$ cat config.mk
export PLATFORM = sky130hd
export DESIGN_NAME = mux_2a1_reorden
export DESIGN_NICKNAME = d
export VERILOG_FILES = /design/src/rtl/mux_2a1_reorden_pkg.sv /design/src/rtl/mux_2a1_reorden_fifo_lane.sv /design/src/rtl/mux_2a1_reorden.sv
export SDC_FILE = /design/constraint.sdc
export NUM_CORES = 1
export LEC_CHECK = 0
export ABC_AREA = 1
export CORE_UTILIZATION = 50
export CTS_CLUSTER_SIZE = 14
export DETAILED_ROUTE_END_ITERATION = 10
export PLACE_DENSITY = 0.69
export SLEW_MARGIN = 20
export SYNTH_ARGS = -nofsm -noshare
export SYNTH_HDL_FRONTEND = slang
export SYNTH_SLANG_ARGS = --single-unit
$ cat constraint.sdc
create_clock -name clk -period 2.15 [get_ports clk]
set_clock_uncertainty 0.05 [all_clocks]
set_input_delay 0.3225 -clock clk [delete_from_list [all_inputs] [get_ports clk]]
set_output_delay 0.3225 -clock clk [all_outputs]
set_load 0.02 [all_outputs]
$ cat src/rtl/mux_2a1_reorden_pkg.sv
// Shared types and defaults for the 2:1 lane recombiner.
// Selector encodings and default widths live here.
package mux_2a1_reorden_pkg;

    localparam int DATA_W_DEF     = 8;
    localparam int FIFO_DEPTH_DEF = 4;

    typedef enum logic {
        SEL0 = 1'b0,
        SEL1 = 1'b1
    } sel_e;

endpackage

$ cat src/rtl/mux_2a1_reorden_fifo_lane.sv
// Per-lane synchronous FIFO with free-running push side.
// A push on a full lane is dropped unless the same edge pops.
module mux_2a1_reorden_fifo_lane #(
    parameter int DATA_W     = 8,
    parameter int FIFO_DEPTH = 4
) (
    input  logic              clk,
    input  logic              reset,
    input  logic              push,
    input  logic              pop,
    input  logic [DATA_W-1:0] data_in,
    output logic [DATA_W-1:0] head,
    output logic              full,
    output logic              empty,
    output logic              drop
);

    localparam int PTR_W = $clog2(FIFO_DEPTH);

    logic [DATA_W-1:0] mem_q [FIFO_DEPTH];
    logic [DATA_W-1:0] mem_d [FIFO_DEPTH];
    logic [PTR_W-1:0]  rd_ptr_q, rd_ptr_d;
    logic [PTR_W-1:0]  wr_ptr_q, wr_ptr_d;
    logic [PTR_W:0]    count_q, count_d;
    logic              pop_ok;
    logic              accept;

    assign full  = (count_q == (PTR_W+1)'(FIFO_DEPTH));
    assign empty = (count_q == '0);
    assign head  = mem_q[rd_ptr_q];

    // Next pointer/count/storage; a pop frees the slot a full push needs.
    always_comb begin
        mem_d    = mem_q;
        rd_ptr_d = rd_ptr_q;
        wr_ptr_d = wr_ptr_q;
        count_d  = count_q;
        pop_ok   = pop && !empty;
        accept   = push && (!full || pop_ok);
        drop     = push && full && !pop_ok;
        if (accept) begin
            mem_d[wr_ptr_q] = data_in;
            wr_ptr_d        = wr_ptr_q + PTR_W'(1);
        end
        if (pop_ok) begin
            rd_ptr_d = rd_ptr_q + PTR_W'(1);
        end
        if (accept && !pop_ok) begin
            count_d = count_q + (PTR_W+1)'(1);
        end else if (pop_ok && !accept) begin
            count_d = count_q - (PTR_W+1)'(1);
        end
    end

    // FIFO state registers with synchronous clear.
    always_ff @(posedge clk) begin
        if (reset) begin
            for (int i = 0; i < FIFO_DEPTH; i++) begin
                mem_q[i] <= '0;
            end
            rd_ptr_q <= '0;
            wr_ptr_q <= '0;
            count_q  <= '0;
        end else begin
            mem_q    <= mem_d;
            rd_ptr_q <= rd_ptr_d;
            wr_ptr_q <= wr_ptr_d;
            count_q  <= count_d;
        end
    end

endmodule

$ cat src/rtl/mux_2a1_reorden.sv
// Recombines two demuxed lanes into one stream, strictly lane0, lane1, ...
// Each lane is buffered; an alternating selector drains into a registered output.
module mux_2a1_reorden
    import mux_2a1_reorden_pkg::*;
#(
    parameter int DATA_W     = DATA_W_DEF,
    parameter int FIFO_DEPTH = FIFO_DEPTH_DEF
) (
    input  logic              clk,
    input  logic              reset,
    input  logic [DATA_W-1:0] data_in0,
    input  logic              valid_in0,
    input  logic [DATA_W-1:0] data_in1,
    input  logic              valid_in1,
    output logic [DATA_W-1:0] data_out,
    output logic              valid_out,
    output logic              full0,
    output logic              full1,
    output logic              overflow_err
);

    sel_e              sel_q, sel_d;
    logic [DATA_W-1:0] data_out_q, data_out_d;
    logic              valid_out_q, valid_out_d;
    logic              overflow_q, overflow_d;
    logic [DATA_W-1:0] head0, head1;
    logic              empty0, empty1;
    logic              drop0, drop1;
    logic              pop0, pop1;

    mux_2a1_reorden_fifo_lane #(
        .DATA_W     (DATA_W),
        .FIFO_DEPTH (FIFO_DEPTH)
    ) u_lane0 (
        .clk     (clk),
        .reset   (reset),
        .push    (valid_in0),
        .pop     (pop0),
        .data_in (data_in0),
        .head    (head0),
        .full    (full0),
        .empty   (empty0),
        .drop    (drop0)
    );

    mux_2a1_reorden_fifo_lane #(
        .DATA_W     (DATA_W),
        .FIFO_DEPTH (FIFO_DEPTH)
    ) u_lane1 (
        .clk     (clk),
        .reset   (reset),
        .push    (valid_in1),
        .pop     (pop1),
        .data_in (data_in1),
        .head    (head1),
        .full    (full1),
        .empty   (empty1),
        .drop    (drop1)
    );

    // Selector: wait on the expected lane, never skip it.
    always_comb begin
        sel_d       = sel_q;
        data_out_d  = data_out_q;
        valid_out_d = 1'b0;
        pop0        = 1'b0;
        pop1        = 1'b0;
        overflow_d  = overflow_q | drop0 | drop1;
        unique case (sel_q)
            SEL0: begin
                if (!empty0) begin
                    pop0        = 1'b1;
                    data_out_d  = head0;
                    valid_out_d = 1'b1;
                    sel_d       = SEL1;
                end
            end
            SEL1: begin
                if (!empty1) begin
                    pop1        = 1'b1;
                    data_out_d  = head1;
                    valid_out_d = 1'b1;
                    sel_d       = SEL0;
                end
            end
            default: sel_d = SEL0;
        endcase
    end

    // Selector state, output register and sticky overflow flag.
    always_ff @(posedge clk) begin
        if (reset) begin
            sel_q       <= SEL0;
            data_out_q  <= '0;
            valid_out_q <= 1'b0;
            overflow_q  <= 1'b0;
        end else begin
            sel_q       <= sel_d;
            data_out_q  <= data_out_d;
            valid_out_q <= valid_out_d;
            overflow_q  <= overflow_d;
        end
    end

    assign data_out     = data_out_q;
    assign valid_out    = valid_out_q;
    assign overflow_err = overflow_q;

endmodule
# After elaboration in Yosys (flattened, before gate mapping)
# Cells that the tools add are included.
# totals
word_cells	98
out_inout_bits	12
mem_bits_ro	0
mem_count	0
latch_bits	0
ff_bits	89
inputBits	20
ramBits	0
# classes
bitwise_logic	7
reduce_logical	29
eq_ne	4
mul	0
add_sub_neg	8
n_shift	0
order_cmp	6
mux	26
div	0
# ops
operator	count
32-bit bitwise mux	2
8-bit two-way mux	8
8-bit binary-select mux with 2-bit select	2
8-bit demux with 2-bit select	2
8-bit one-hot mux with 2 select lines	1
1-bit logical AND	14
3-bit >= comparator (second input constant)	4
3-bit two-way mux	4
2-bit NOT with 3-bit output	4
2-bit by 1-bit adder with 2-bit output (second input constant)	4
1-bit logical NOT	8
3-bit by 1-bit adder with 3-bit output (second input constant)	2
3-bit == test (second input constant)	2
3-bit logical NOT	2
3-bit by 1-bit less-than comparator with 1-bit output (second input constant)	2
3-bit by 1-bit subtractor with 3-bit output (second input constant)	2
1-bit two-way mux	5
2-bit inequality test (second input constant)	2
1-bit one-hot mux with 2 select lines	2
2-bit nonzero test	2
1-bit logical OR	2
1-bit OR	2
2-bit AND reduction	1
1-bit NOT	1

# Depth between registers and ports, before layout
# Gate-level depths: netlist of the first run.
# logic_depth
depth_word	10
mapped_depth	14
mapped_depth_nobuf	14

# Hierarchy
# Synthesis of the first run repeated with hierarchy kept, for this count alone.
# hier_totals
cells_unflattened	794
hier_area_um2	5233.8
# modules_own_cells
module	seq_area_each_um2	area_per_inst_um2	cells_per_inst	instances
mux_2a1_reorden_fifo_lane	780.7	2327.2	352	2
mux_2a1_reorden	220.2	579.3	90	1

# Worst setup path after synthesis of the first run
# No wires, ideal clock.
# synth_path
path_kind	reg2reg
startpoint	register u_lane1.count_q[0]
endpoint	register u_lane1.count_q[1]
slack_ns	0.105
period_less_slack_ns	2.045
required_time_ns	1.980
n_path_buf	0
path_stages_with_launch	10
setup_ns	0.120
arrival_ns	1.875
cell_sequence	dfxtp_1 nor3_4 nand2_4 nand2_1 inv_1 ha_1 inv_1 fa_1 o21ai_0 a21oi_1
# synth_via
elab_cells_between_ends	18
cone_classes	add/sub (2); eq/ne (1); mux (4); reduce/logical (11)
# synth_lines
item	line	source
start, declared	mux_2a1_reorden_fifo_lane.sv:24	logic [PTR_W:0] count_q, count_d;
start signal, assigned	mux_2a1_reorden_fifo_lane.sv:68	count_q <= count_d;
3-bit == test	mux_2a1_reorden_fifo_lane.sv:28	assign full = (count_q == (PTR_W+1)'(FIFO_DEPTH));
net full1	mux_2a1_reorden.sv:18	output logic full1,
1-bit logical NOT	mux_2a1_reorden_fifo_lane.sv:39	accept = push && (!full || pop_ok);
1-bit logical OR	mux_2a1_reorden_fifo_lane.sv:39	
1-bit logical AND	mux_2a1_reorden_fifo_lane.sv:39	
net u_lane1.accept	mux_2a1_reorden_fifo_lane.sv:26	logic accept;
1-bit logical AND	mux_2a1_reorden_fifo_lane.sv:48	if (accept && !pop_ok) begin
3-bit two-way mux	mux_2a1_reorden_fifo_lane.sv:48	
net u_lane1.count_d[1]	mux_2a1_reorden_fifo_lane.sv:24	
# The timed path passes the listed nets, and every way through them passes these cells. The select of a mux whose other input is x is not followed.
# A chain may end at the register's enable or synchronous reset.

# Worst setup path after layout of the first run
# layout_path
startpoint	register u_lane0.count_q[2]
endpoint	output full0
# layout_via
elab_chain_cells	1
# layout_lines
item	line	source
start, declared	mux_2a1_reorden_fifo_lane.sv:24	
start signal, assigned	mux_2a1_reorden_fifo_lane.sv:68	
3-bit == test	mux_2a1_reorden_fifo_lane.sv:28	
end, declared	mux_2a1_reorden.sv:17	output logic full0,
# No other way between the ends.

==> results.cfg, run 1 <==
[worst_hold_path]
hold_end = data_out[5]
hold_depth = 2
min_from = data_out[5]
hp-class = reg -> reg

[power]
p_leak_nw = 2.87
p_per_area_nw_per_um2 = 1040
total_power_w = 0.00580
irDropWorstVdd_mv = 0.660

[grt]
groute.usage.overall_pct = 24.9
grt_pass1_vias = 4207
antenna_found_initial = 0
grt_pass1_wl_um = 19900
grt_overflow = 0
grt_max_degree = 63

[logic_synthesis]
synth-edff-count = 0
ys_seq_area_share_pct = 36.2
ys_ff_latch = 89
synth.top_cell.area_share_pct = 36.2
synth.distinct_cells = 22
synth.area.top_cells = dfxtp_1 (36%), nand2_1 (19%), inv_1 (13%), nand4_1 (8.1%), nor2_1 (6.2%)
synthCells = 796
async_reset_ff_share_pct = 0
ys_warn_count = 0
ys.flop_type = dfxtp_1
synth.avg_cell_area_um2 = 6.19
syn-num-nets = 828
synth_area_um2 = 4930
yosysTopAreaCell = dfxtp_1

[clocking]
clkTransAtPathRegs_ns = 0.09
cts_hold_buf = 0
clk_path_buf_depth = 2
htreeDepth = 3
cts_buffers = 9
cts.sinks = 89
insertion_delay_ns = 0.35
cts_tree = done
cts-root-buf = clkbuf_8

[critical_path]
reg2reg_depth = 9
start_kind = register
path_cells = inv_1, nor3_4, buf_4, clkdlybuf4s50_1
arrival_ns = 1.71
crit_family = buffers and inverters
crit_slowest_cell = clkdlybuf4s50_1
end_kind = output port
path_class = reg -> out
crit_required_ns = 1.78
r2r_end = u_lane1.count_q[1]
cp_slowest_stage_delay_ns = 0.60
critPathBufInv = 3
r2r-start = u_lane1.count_q[0]
worstPathMaxFanout = 4
r2r_slack_ns = 0.14

[routing]
viasPerCell = 4.89
antenna_left = 0
first_pass_iters = 5
drt_iter0_markers = 285
drc = 0
routedWlPerCell_um = 12.4
drt-total-wl_um = 11800
dr_total_vias = 4631

[sta]
finalHoldViolCount = 0
finalCritPeriodShare_pct = 97.0
relSlewSlack_pct = 63.8
tightest_slew_ns = 0.539
rsz0062_at_grt = no
finalSetupViolCount = 0
post-route-min-period_ns = 2.09
max_freq_mhz = 479
drv_slew = 0

[placed_design]
dp_hpwl_um = 8030
place_area_um2 = 5360
place_congestion = 0.808
io_buffers = 31

[final_layout]
regArea_um2 = 1780
antenna_cells = 0
drive_gt1_share_pct = 5.62
fill_cells = 941
final_area_um2 = 5560
multi_input_area_um2 = 2300
nets = 848
area_growth_pct = 12.8
final_common_cell = nand2_1
layout.cells.most_common_list = nand2_1 (243), inv_1 (171), dfxtp_1 (88)

[floorplan]
coreArea_um2 = 9370
ios = 32
dieWidth_um = 101
start_util_pct = 52.6
dieArea_um2 = 10300
dieHeight_um = 101
num_rows = 35

[run_status]
status = finished clean

[job]
cap_viol_max_count = 0
[worst min-delay path, delay by kind of cell (launching register included)]
kind	cells	cell delay, ns
DFF	1	0.31
and+or+nand+nor	2	0.12
[how the worst max path moves through the flow]
| stage | start | end | slack [ns] | cells past startpoint |
|---|---|---|---|---|
| detailed placement | valid_in0 | u_lane0.count_q[2] | -0.08 | 12 |
| floorplan | u_lane1.count_q[0] | u_lane1.count_q[1] | 0.11 | 9 |
| CTS | u_lane1.count_q[0] | full1 | 0.09 | 2 |
| global route | u_lane0.count_q[2] | full0 | 0.001 | 4 |
| global placement | valid_in0 | u_lane0.count_q[2] | -0.01 | 12 |
| finish | u_lane0.count_q[2] | full0 | 0.06 | 4 |
[synthesized netlist by cell type, types with 4 or more instances]
cell,count
clkinv_1,5
a21oi_1,8
nor2_1,81
nand3_1,57
ha_1,10
nand3_2,5
dfxtp_1,89
clkbuf_1,17
buf_2,18
nand4_1,64
buf_1,4
o21ai_0,11
inv_1,171
nand2_1,244
[metal layers]
metal  up-vias  GRT usage, %  part of all wire, %
met4         0          8.03                  1.5
met5         -             0                    0
met3        15          3.45                  5.8
li1       2445             -                    -
met2       142          38.7                   45
met1      2029          35.6                   47
[flip-flops by register name, summed over array words and instances (netlist names), 2 cells and up]
name and count:
u_lane1.mem_q 32, u_lane1.wr_ptr_q 2, data_out 8, u_lane0.count_q 3, u_lane0.mem_q 32, u_lane0.rd_ptr_q 2, u_lane0.wr_ptr_q 2, u_lane1.count_q 3
u_lane1.rd_ptr_q 2
[area by class of cell]
type / instances / area share, %
clock inverters: 3 / 0.766
well taps: 129 / 2.90
repair buffers: 50 / 8.38
flip-flops and latches: 89 / 32.1
clock buffers: 11 / 2.54
inverters: 176 / 11.9
multi-input cells: 490 / 41.4
[power breakdown]
| part | switching, W | internal [W] |
|---|---|---|
| sequential | 0.000173 | 0.00195 |
| clock | 0.000583 | 0.000556 |
| combinational | 0.00163 | 0.000915 |
| total | 0.00239 | 0.00342 |
[metrics by stage]
stage	TNS, ns	util (%)	std cells	setup slack, ns	hold WS [ns]
3_3_place_gp	-0.0148	57.2	933	-0.0148	0.411
2_1_floorplan	0	-	796	0.105	0.345
4_1_cts	0	59.2	947	0.0905	0.425
6_report	0	59.3	948	0.0635	0.422
3_5_place_dp	-0.110	57.2	933	-0.0845	0.412
5_1_grt	0	59.3	948	0.00135	0.447
[logic make-up (layout without fill, tap and decap cells)]
family                   count (synthesis)  count (layout)  share of synthesized area, %
XOR/XNOR                                 1               1                         0.178
AO/OA/AOI/OAI                           19              19                          1.93
adder cells (fa/ha/maj)                 12              12                          3.35
buffers and inverters                  217             240                          17.1
AND/OR/NAND/NOR                        458             458                          41.2
flip-flops                              89              89                          36.2
[repair_timing]
action,in CTS,in global routing
resized for setup,0,2
hold endpoints to repair,0,0
buffers inserted,0,1
endpoints found under the setup margin,0,2
Note: power is estimated with default switching activity, not from simulation.
==> inputs of run 2 (changes only) <==
CAP_MARGIN = 20   (was not set)
==> results of run 2 <==
No change in the layout: final DEF, timing and power equal those of run 1.
